`src/rtl/ddr3_read_arbiter.sv`:
```
// ---------------------------------------------------------------------------
// ddr3_read_arbiter
//
// Round-robin scheduler that lets NUM_CH read requesters share one DDR3 DMA
// read engine. Each requester holds a request together with its start address
// and beat count. The arbiter grants one channel at a time and issues one read
// command to the engine. It keeps the grant until the engine reports
// end-of-packet, then pulses ack to the winning channel for one cycle.
//
// Ports
//   clk         single clock for the whole block
//   rst         asynchronous, active-high reset
//   req         per-channel level request, held until the matching ack
//   start_addr  packed start addresses, channel i at [i*W +: W]
//   length      packed beat counts, channel i at [i*W +: W]
//   ack         one-cycle done pulse to the granted channel
//   cmd_valid   read command valid to the DMA engine
//   cmd_ready   engine accepts the command when high together with cmd_valid
//   cmd_addr    latched start address of the granted channel
//   cmd_length  latched beat count of the granted channel
//   cmd_ch      granted channel index, used to steer read data downstream
//   rd_eop      engine end-of-packet (dout_eop qualified by dout_rdy)
//   busy        high in any state other than IDLE
//   err         sticky watchdog flag, set when WAIT lasts TIMEOUT cycles
//
// All outputs are registered, so there is no combinational path from any
// input to any output.
// ---------------------------------------------------------------------------
module ddr3_read_arbiter #(
   parameter int NUM_CH         = 16,
   parameter int CH_W           = 4,
   parameter int DMA_ADDR_WIDTH = 27,
   parameter int TIMEOUT        = 65535
) (
   input  logic                             clk,
   input  logic                             rst,
   input  logic [NUM_CH-1:0]                req,
   input  logic [NUM_CH*DMA_ADDR_WIDTH-1:0] start_addr,
   input  logic [NUM_CH*DMA_ADDR_WIDTH-1:0] length,
   output logic [NUM_CH-1:0]                ack,
   output logic                             cmd_valid,
   input  logic                             cmd_ready,
   output logic [DMA_ADDR_WIDTH-1:0]        cmd_addr,
   output logic [DMA_ADDR_WIDTH-1:0]        cmd_length,
   output logic [CH_W-1:0]                  cmd_ch,
   input  logic                             rd_eop,
   output logic                             busy,
   output logic                             err
);

   typedef enum logic [1:0] {
      IDLE  = 2'd0,
      ISSUE = 2'd1,
      WAIT  = 2'd2,
      ACK   = 2'd3
   } state_t;

   localparam logic [31:0]     TIMEOUT_W = 32'(TIMEOUT);
   localparam logic [CH_W-1:0] LAST_CH   = CH_W'(NUM_CH - 1);

   state_t                    state;
   logic [CH_W-1:0]           ptr;
   logic [NUM_CH-1:0]         mask;
   logic [31:0]               wd_cnt;

   logic [NUM_CH-1:0]         eligible;
   logic                      any_eligible;
   logic [CH_W-1:0]           pick;
   logic [DMA_ADDR_WIDTH-1:0] pick_addr;
   logic [DMA_ADDR_WIDTH-1:0] pick_len;
   logic [CH_W-1:0]           next_ptr;

   // One-hot vector with only bit ch set.
   function automatic logic [NUM_CH-1:0] onehot(input logic [CH_W-1:0] ch);
      logic [NUM_CH-1:0] v;
      v     = '0;
      v[ch] = 1'b1;
      return v;
   endfunction

   // First set bit of elig, searching upward from base with wrap-around.
   // The sum is one bit wider than the index, so base + offset cannot
   // overflow before the modulo-NUM_CH correction is applied.
   function automatic logic [CH_W-1:0] rr_pick(input logic [NUM_CH-1:0] elig,
                                               input logic [CH_W-1:0]   base);
      logic [CH_W:0]   s;
      logic [CH_W-1:0] idx;
      logic [CH_W-1:0] sel;
      logic            found;
      sel   = base;
      found = 1'b0;
      for (int i = 0; i < NUM_CH; i++) begin
         s = {1'b0, base} + (CH_W+1)'(i);
         if (s >= (CH_W+1)'(NUM_CH)) begin
            s = s - (CH_W+1)'(NUM_CH);
         end
         idx = s[CH_W-1:0];
         if (!found && elig[idx]) begin
            sel   = idx;
            found = 1'b1;
         end
      end
      return sel;
   endfunction

   // Candidate selection. mask only blocks the channel acked in the
   // previous cycle, so a requester that keeps req high gets served again
   // but only after every other pending channel.
   always_comb begin
      eligible     = req & ~mask;
      any_eligible = |eligible;
      pick         = rr_pick(eligible, ptr);
      pick_addr    = '0;
      pick_len     = '0;
      for (int i = 0; i < NUM_CH; i++) begin
         if (pick == CH_W'(i)) begin
            pick_addr = start_addr[i*DMA_ADDR_WIDTH +: DMA_ADDR_WIDTH];
            pick_len  = length[i*DMA_ADDR_WIDTH +: DMA_ADDR_WIDTH];
         end
      end
      next_ptr = (cmd_ch == LAST_CH) ? '0 : cmd_ch + CH_W'(1);
   end

   // Control FSM with registered outputs.
   always_ff @(posedge clk or posedge rst) begin
      if (rst) begin
         state      <= IDLE;
         ptr        <= '0;
         mask       <= '0;
         wd_cnt     <= '0;
         ack        <= '0;
         cmd_valid  <= 1'b0;
         cmd_addr   <= '0;
         cmd_length <= '0;
         cmd_ch     <= '0;
         busy       <= 1'b0;
         err        <= 1'b0;
      end else begin
         case (state)
            IDLE: begin
               mask <= '0;
               if (any_eligible) begin
                  cmd_ch     <= pick;
                  cmd_addr   <= pick_addr;
                  cmd_length <= pick_len;
                  // A zero-length grant passes through ISSUE without ever
                  // presenting a command to the engine.
                  cmd_valid  <= (pick_len != '0);
                  busy       <= 1'b1;
                  state      <= ISSUE;
               end
            end

            ISSUE: begin
               if (cmd_length == '0) begin
                  ack   <= onehot(cmd_ch);
                  state <= ACK;
               end else if (cmd_ready) begin
                  // rd_eop in this cycle belongs to no command of ours.
                  cmd_valid <= 1'b0;
                  wd_cnt    <= '0;
                  state     <= WAIT;
               end
            end

            WAIT: begin
               if (TIMEOUT != 0 && wd_cnt != TIMEOUT_W) begin
                  wd_cnt <= wd_cnt + 32'd1;
               end
               if (TIMEOUT != 0 && (wd_cnt + 32'd1) == TIMEOUT_W) begin
                  err <= 1'b1;
               end
               if (rd_eop) begin
                  ack   <= onehot(cmd_ch);
                  state <= ACK;
               end
            end

            ACK: begin
               ack   <= '0;
               ptr   <= next_ptr;
               mask  <= onehot(cmd_ch);
               busy  <= 1'b0;
               state <= IDLE;
            end

            default: begin
               state <= IDLE;
            end
         endcase
      end
   end

endmodule
```
`config.mk`:
```
export PLATFORM = sky130hd
export DESIGN_NAME = ddr3_read_arbiter
export DESIGN_NICKNAME = d
export VERILOG_FILES = /design/src/rtl/ddr3_read_arbiter.sv
export SDC_FILE = /design/constraint.sdc
export NUM_CORES = 1
export LEC_CHECK = 0
export BUFFER_PORTS_ARGS = -buffer_cell sky130_fd_sc_hd__buf_2
export CAP_MARGIN = 20
export CORE_AREA = 2 2 379 381
export CTS_CLUSTER_DIAMETER = 200
export DETAILED_ROUTE_END_ITERATION = 12
export DIE_AREA = 0 0 381 383
export PLACE_DENSITY = 0.3
export SLEW_MARGIN = 20
export SYNTH_ARGS = -nofsm -noshare
export SYNTH_HDL_FRONTEND = slang
export SYNTH_SLANG_ARGS = --single-unit
```
`constraint.sdc`:
```
create_clock -name clk -period 11.9 [get_ports clk]
set_input_delay 2.38 -clock clk [delete_from_list [all_inputs] [get_ports clk]]
set_output_delay 2.38 -clock clk [all_outputs]
set_load 0.005 [all_outputs]
```
Yosys cells after proc, flatten, opt, wreduce, memory -nomap -nowiden:

Index checks and enable logic that the tools add are counted.
W data, S select, Z words.

* word-level logic and storage cells: 288
* memories: 0
* bits in writable memories: 0
* output and inout port bits: 77
* bits in latches: 0
* bits of input ports: 884
* flip-flop bits (word level): 131
* bits in read-only memories: 0

* multipliers: 0
* bitwise logic cells: 2
* reduce and logical (&&, ||, !) cells: 47
* magnitude comparators: 34
* shift operators: 0
* mux-type cells: 133
* add/sub/neg operators: 33
* divide/modulo/power cells: 0
* equal/unequal tests: 28

Operators by type and width (count)
* $mux W27: 32
* $mux W4: 33
* $mux W32: 3
* $lt A4 B5 Y1 const B: 17
* $ge A5 B5 Y1 const B: 15
* $bmux W1 S4: 16
* $pmux W32 S2: 1
* $sub A4 B1 Y4 const B: 16
* $pmux W16 S3: 1
* $add A4 B4 Y5 const B: 8
* $eq A4 B4 Y1 const B: 9
* $mux W1: 36
* $add A32 B1 Y32 const B: 1
* $eq A32 B16 Y1 const B: 1
* $mux W16: 2
* $ne A32 B16 Y1 const B: 1
* $pmux W16 S2: 1
* $logic_not A27 Y1: 1
* $reduce_bool A27 Y1: 1
* $add A4 B3 Y5 const B: 4
* $and A16 B16 Y16: 1
* $eq A4 B3 Y1 const B: 4
* $logic_and A1 B1 Y1: 16
* $not A16 Y16: 1
* other kinds (24): 56

Logic depth before layout (Yosys ltp):

Gate-level depths: netlist (run 1).

* depth after elaboration: 70
* mapped depth: 31
* gate-level depth less buffers: 19

Least setup slack after synthesis (run 1):

OpenSTA, ideal clock, no wires.

* path kind: input port to flip-flop
* from: input port req[12]
* to: register cmd_valid
* data required time: 11.776 ns
* setup time: 0.124 ns
* path slack: 4.716 ns
* arrival: 7.061 ns
* buffers on the path: 3
* stages: 20
* path through: and3b_1 -> or2_2 -> mux4_2 -> mux2i_2 -> nand4_1 -> buf_2 -> or3_1 -> or3_1 -> nand2_2 -> buf_6 -> buf_6 -> mux2i_1 -> a22oi_1 -> o32ai_1 -> nor3_1 -> o31a_1 -> nor4_1 -> nand4_1 -> or4_1 -> o31a_1

* cells in the longest elaborated chain, start to end: 69
* elaborated cells between the ends (all ways): 132
* those cells by class: eq/ne: 16; mux: 81; bitwise: 1; reduce/logical: 34

RTL lines
* start: declaration: RTL line 37 `input logic [NUM_CH-1:0] req,`
* $and A16 B16 Y16 *: RTL line 110 `eligible = req & ~mask;`
* $bmux W1 S4: RTL line 98 `if (!found && elig[idx]) begin`
* $mux W1 (not written as such): RTL line 98
* $mux W1: RTL line 98
* $logic_not A1 Y1: RTL line 98
* $logic_and A1 B1 Y1: RTL line 98
* $mux W1: RTL line 98
* $logic_not A1 Y1: RTL line 98
* [38 not listed]
* $logic_not A1 Y1: RTL line 98
* $logic_and A1 B1 Y1: RTL line 98
* $mux W4: RTL line 98
* $logic_not A4 Y1: RTL line 116 `if (pick == CH_W'(i)) begin`
* $mux W27 (16 in a row): RTL line 116
* $reduce_bool A27 Y1: RTL line 148 `cmd_valid <= (pick_len != '0);`
* $mux W1: RTL line 142 `if (any_eligible) begin`
* $pmux W1 S2: RTL line 139 `case (state)`
* end signal: assignment: RTL line 148
* end: declaration: RTL line 41 `output logic cmd_valid,`

Mark *: on every way between the ends. The rest lies on a longest branch, timed or not. The select of a mux whose other input is x is not followed.
A chain may end at the register's enable or synchronous reset.

Worst setup path after layout (run 1):

* from: input port req[14]
* to: register cmd_valid

Same word-level chain as after synthesis.

==> results of run 1 <==
critical path, cell delays in order:
cell       delay (ps)
buf_2             130
and3b_1           210
or4_1             540
a41oi_1           420
a21o_1            320
nand4_1           120
buf_4             220
a2111oi_0         740
a221o_1           360
a21o_1            240
nand2_2           410
nor2_2           1020
nand2_2           450
and3_1            290
o32ai_1           710
and3_1            270
nand4_1           180
or4_1             600
o31a_1            310
metal layers:
| layer | GRT usage [%] | up-vias | share of wire (%) |
|---|---|---|---|
| met4 | 7.41 | 54 | 3.0 |
| met1 | 31.0 | 12600 | 41 |
| met2 | 45.1 | 1234 | 49 |
| met5 | 0 | - | 0.17 |
| li1 | - | 10900 | - |
| met3 | 6.48 | 237 | 7.2 |
final cells by class:
type,instances,area share (%)
Multi-Input combinational cell,1991,51.6
Timing Repair Buffer,1059,22.5
Sequential cell,131,13.1
Tap cell,1903,9.53
Clock buffer,18,1.72
Clock inverter,14,0.616
Antenna cell,59,0.591
Inverter,20,0.330
final timing paths:
check | startpoint | to | slack, ps | depth (start not counted)
worst max-delay path | req[14] | cmd_valid | 2310 | 19
worst min-delay path | ack[8] | ack[8] | 480 | 2
worst max register to register | ptr[0] | cmd_valid | 2670 | 19
worst min register to register | ack[8] | ack[8] | 480 | 2
max in group asynchronous | rst | wd_cnt[31] | 8080 | 4
min in group asynchronous | rst | cmd_length[15] | 1880 | 2
cell usage in the layout, fill, tap and decap left out, types with 44 or more instances in the layout:
master   instances
buf_4           93
nand3_1         83
diode_2         59
a21oi_1        127
mux2i_1         80
nand2_1        361
buf_2          960
nor2_1         179
dfrtp_1        130
a31oi_1         44
nor3_1          66
o21ai_0        184
o22ai_1         65
a22oi_1         77
cell usage after synthesis, types with 39 or more instances:
library cell	number
nand2_1	364
o21ai_0	185
nor2_1	184
dfrtp_1	131
a21oi_1	127
clkbuf_1	113
nand3_1	86
mux2i_1	80
a22oi_1	77
nor3_1	72
o22ai_1	65
a31oi_1	44
nor4_1	44
a221oi_1	41
buf_2	41
o31ai_1	41
and3_1	39
nand4_1	39
kinds of logic after synthesis:
group | Yosys count | synth area share (%)
AO/OA/AOI/OAI | 833 | 33.6
XOR/XNOR | 33 | 1.79
adder cells (fa/ha/maj) | 17 | 1.25
buffers and inverters | 220 | 6.34
flip-flops | 131 | 19.3
multiplexers | 126 | 9.48
AND/OR/NAND/NOR | 982 | 28.3
metrics by stage:
| stage | utilization, % | instances |
|---|---|---|
| 2_1_floorplan | - | 2342 |
| 3_5_place_dp | 17.0 | 5103 |
| 4_1_cts | 17.5 | 5135 |
| 6_report | 17.6 | 5195 |
| 3_3_place_gp | 17.0 | 5101 |
| 5_1_grt | 17.5 | 5170 |
sequential cells by signal, indices dropped and copies added, names as in the netlist:
name	flops
ack	16
wd_cnt	32
cmd_addr	27
ptr	4
cmd_ch	4
mask	16
err	1
busy	1
cmd_valid	1
cmd_length	27
state	2
==> metrics.cfg, run 1 <==
[global_routing]
grt_usage_pct = 25.8
antenna_found_initial = 114
first_global_vias = 25200
grt_overflow = 0
grt_max_degree = 67
grt_pass1_wl_microns = 251000

[routing]
via_count = 25000
wl_per_cell_microns = 37.5
drcViolationCount = 0
drtPass1Iterations = 6
drt-total-wl_microns = 195000
vias_per_cell = 4.81
drtIter0Drc = 2219
drtAntennaViolNets = 0

[yosys]
ys_ff_latch = 131
ys_seq_area_share_pct = 19.3
synth_edf_count = 0
async_flop_share_pct = 100
synth_ff_type = dfrtp_1
synth_warnings = 0
syn_area_per_cell_sq_um = 7.27
yosys.area.top_type_share_pct = 19.3
netlist_area_sq_um = 17000
syn-instance-count = 2342
post-synth-top-area-cell = dfrtp_1
ys_types = 112
yosys-top-cells-area = dfrtp_1, nand2_1, o21ai_0, mux2i_1, nor2_1
syn_nets = 3243

[floorplanning]
die_area_sq_um = 146000
ioPinCount = 961
rows = 139
initial_core_util_pct = 12.0
core_area_sq_um = 142000
dieWidth_microns = 381
die_h_microns = 383

[cells_and_area]
nNetsFinal = 4121
fillers = 16800
seq_area_sq_um = 3280
syn_to_final_growth_pct = 46.9
drive_above_1_share_pct = 37.8
finalInstanceArea_sq_um = 25000
multi_input_area_sq_um = 12900

[setup_path]
end_kind = flop
cp.required_ps = 12260
startpoint_type = primary input
crit_type = in2reg
worstPathMaxFanout = 19
arrival_ps = 9950

[clocking]
post-cts-setup-buffer-count = 0
cts_root_buf = clkbuf_16
cts_buffers = 17
hold_buffers = 0
clock-sinks = 131
post_cts_resized = 0
clk_latency_ps = 490
h-tree-depth = 4
clockBufferDepth = 2
clkSlewWorstSetupHoldPaths_ps = 70
cts_tree = done

[place]
gp_congestion = 0.933
placed_cell_area_sq_um = 24300
post-place-ws_ps = 1670
hpwlAfterDp_microns = 167000
io_buffers = 960

[worst_hold_path]
holdCritPathClass = reg2reg

[sta]
slew_headroom_pct = 2.94
slew_viol_final = 0
hold_viol = 0
tightest_slew_ps = 1420
fmax_ghz = 0.104
holdWs_ps = 477
fin_crit_sh_pct = 80.6
worst_slack_ps = 2310
fin_tns_setup_ps = 0
rsz0062_at_grt = no
setup_violations = 0
period_needed_ps = 9590
finalClockSkew_ps = 14.4

[outcome]
violations = capacitance limit
status = finished with violations

[flow_run]
drv_cap = 1

Power of run 1 is left out: the tool's default activity adds up to more than one toggle a clock period on the data nets, which glitch-free logic cannot reach.
==> run 2: changes to the inputs <==
CORE_AREA = 2 2 378 380   (was 2 2 379 381)
DIE_AREA = 0 0 380 382   (was 0 0 381 383)
clock period = 8.5 ns   (was 11.9 ns; I/O delays follow)
==> run 2 against run 1 <==
Net effect:
- the flow now finishes without violations
- clock skew decreased by 3.5 ps
- global-route usage increased by 0.43 points
- die area decreased by 0.52%
- via count increased by 2.6%
- wire length increased by 1.7%
- first-iteration DRC count increased by 6.2%
- critical path depth increased by 1
- highest routed layer unchanged
==> metrics.cfg, run 2 (synthesis results as in run 1) <==
[cells_and_area]
largest_reg_flops = 32  ; unchanged
largestRegisters = wd_cnt (32), cmd_addr (27), cmd_length (27)
syn_to_final_growth_pct = 53.7
nNetsFinal = 4230  ; +2.6%
finalInstanceArea_sq_um = 26200  ; +4.6%
layout_commonest_cell = buf_2
top_register = wd_cnt
drive_above_1_share_pct = 40.3  ; +2.6 points
layout_common_cells = buf_2, nand2_1, buf_4

[setup_path]
cpMaxStageDelayCell = mux2i_1
startpoint_type = primary input
r2r_slack_ps = 420  ; -2250 ps
cp.required_ps = 8840  ; -3420 ps
end_kind = flop
crit_type = in2reg
cp_cell_sequence = buf_2, and3b_1, or2_2, mux4_2, o21a_2, or3_1, nor4_4, nor3_4, o2bb2ai_4, buf_12, buf_12, mux2i_1, o21ai_0, a221oi_1, nor3_1, nor3_1, buf_4, nand3_1, or4_1, o31a_1
slowest_delay_ps = 800  ; -220 ps
worstPathMaxFanout = 32  ; +13
arrival_ps = 8630  ; -1320 ps

[outcome]
status = completed

[global_routing]
grt_pass1_wl_microns = 255000  ; +1.6%
grt_max_degree = 79  ; +18%
antenna_found_initial = 118  ; +3.5%
first_global_vias = 25600  ; +1.8%
grt_usage_pct = 26.2  ; +0.43 points
grt_overflow = 0  ; unchanged

[clocking]
cts_buffers = 17  ; unchanged
clockBufferDepth = 2  ; unchanged
cts_root_buf = clkbuf_16
h-tree-depth = 4  ; unchanged
clock-sinks = 131  ; unchanged
cts_tree = done
hold_buffers = 0  ; unchanged
clkSlewWorstSetupHoldPaths_ps = 70  ; about the same
clk_latency_ps = 450  ; -40 ps

[place]
io_buffers = 960  ; unchanged
hpwlAfterDp_microns = 172000  ; +3.2%
gp_congestion = 0.952  ; +2.1%
placed_cell_area_sq_um = 25100  ; +3.6%

[routing]
wl_per_cell_microns = 37.3  ; -0.61%
via_count = 25600  ; +2.6%
drt-total-wl_microns = 198000  ; +1.7%
vias_per_cell = 4.82  ; +0.21%
drcViolationCount = 0  ; unchanged
drtPass1Iterations = 6  ; unchanged
drtIter0Drc = 2356  ; +6.2%
drtAntennaViolNets = 0  ; unchanged

[floorplanning]
dieWidth_microns = 380  ; -0.26%
core_area_sq_um = 141000  ; -0.96%
ioPinCount = 961  ; unchanged
initial_core_util_pct = 12.1  ; +0.12 points
die_h_microns = 382  ; -0.26%
rows = 138  ; -0.72%
die_area_sq_um = 145000  ; -0.52%

[sta]
finalClockSkew_ps = 10.9  ; -3.51 ps
rsz0062_at_grt = no
period_needed_ps = 8290
setup_violations = 0  ; unchanged
slew_viol_final = 0  ; unchanged
hold_viol = 0  ; unchanged
fin_crit_sh_pct = 97.5
slew_headroom_pct = 24.9  ; +22 points
tightest_slew_ps = 1120  ; -302 ps
fmax_ghz = 0.121

[worst_hold_path]
holdCritPathClass = reg2reg

[flow_run]
drv_cap = 0  ; -1

[run 2: cell count changes in the layout (fill, tap and decap cells not counted), moves of 3 or more]
cell,delta
a41oi_1,-3
a41oi_2,+3
buf_12,+13
buf_4,+97
diode_2,+26
inv_8,+4
nor4_2,-3
nor4_4,+3
[run 2: critical path, delay by kind of cell]
kind,cells,cell delay (ps)
AND/OR/NAND/NOR,9,2580
AO/OA/AOI/OAI,5,1990
multiplexers,2,1370
buffers and inverters,4,890
[run 2: repair_timing]
action                                  CTS  global route
endpoints found under the hold margin     0             0
setup buffers                             0             9
gates resized for setup                   5            20
pin swaps                                 2             7
endpoints found under the setup margin    1             1
[run 2: cell type report]
type,instances,area (sq um)
Fill cell,16400,115000
Antenna cell,85,213
Tap cell,1890,2360
Inverter,20,86.3
Clock inverter,15,166
Clock buffer,17,425
Multi-Input combinational cell,1991,13000
Sequential cell,131,3280
Timing Repair Buffer,1168,6580
[run 2: stage by stage]
step	hold WS (ps)	setup WS, ps	instances	util, %	setup TNS, ps
2_1_floorplan	460	1800	2342	-	0
3_3_place_gp	465	-607	5189	17.8	-973
3_5_place_dp	469	-623	5191	17.8	-702
4_1_cts	486	4.74	5223	18.3	0
5_1_grt	512	2.13	5292	18.5	0
6_report	478	211	5317	18.6	0
[run 2: worst paths after layout]
kind	startpoint	endpoint	cells past startpoint
worst max-delay path	req[8]	cmd_valid	20
worst min-delay path	ack[13]	ack[13]	2
worst max register to register	ptr[1]	cmd_valid	21
worst min register to register	ack[13]	ack[13]	2
max in group asynchronous	rst	cmd_length[4]	3
min in group asynchronous	rst	cmd_addr[17]	2
[run 2: per-layer routing]
layer	up-vias	routed length, microns	global-route usage (%)	share of wire (%)
li1	11200	-	-	-
met1	12800	81500	31.9	41
met2	1313	95700	44.5	48
met3	277	12600	5.69	6.4
met4	48	8240	11.0	4.2
met5	-	295	0	0.15
Power of run 2 is left out for the same reason.
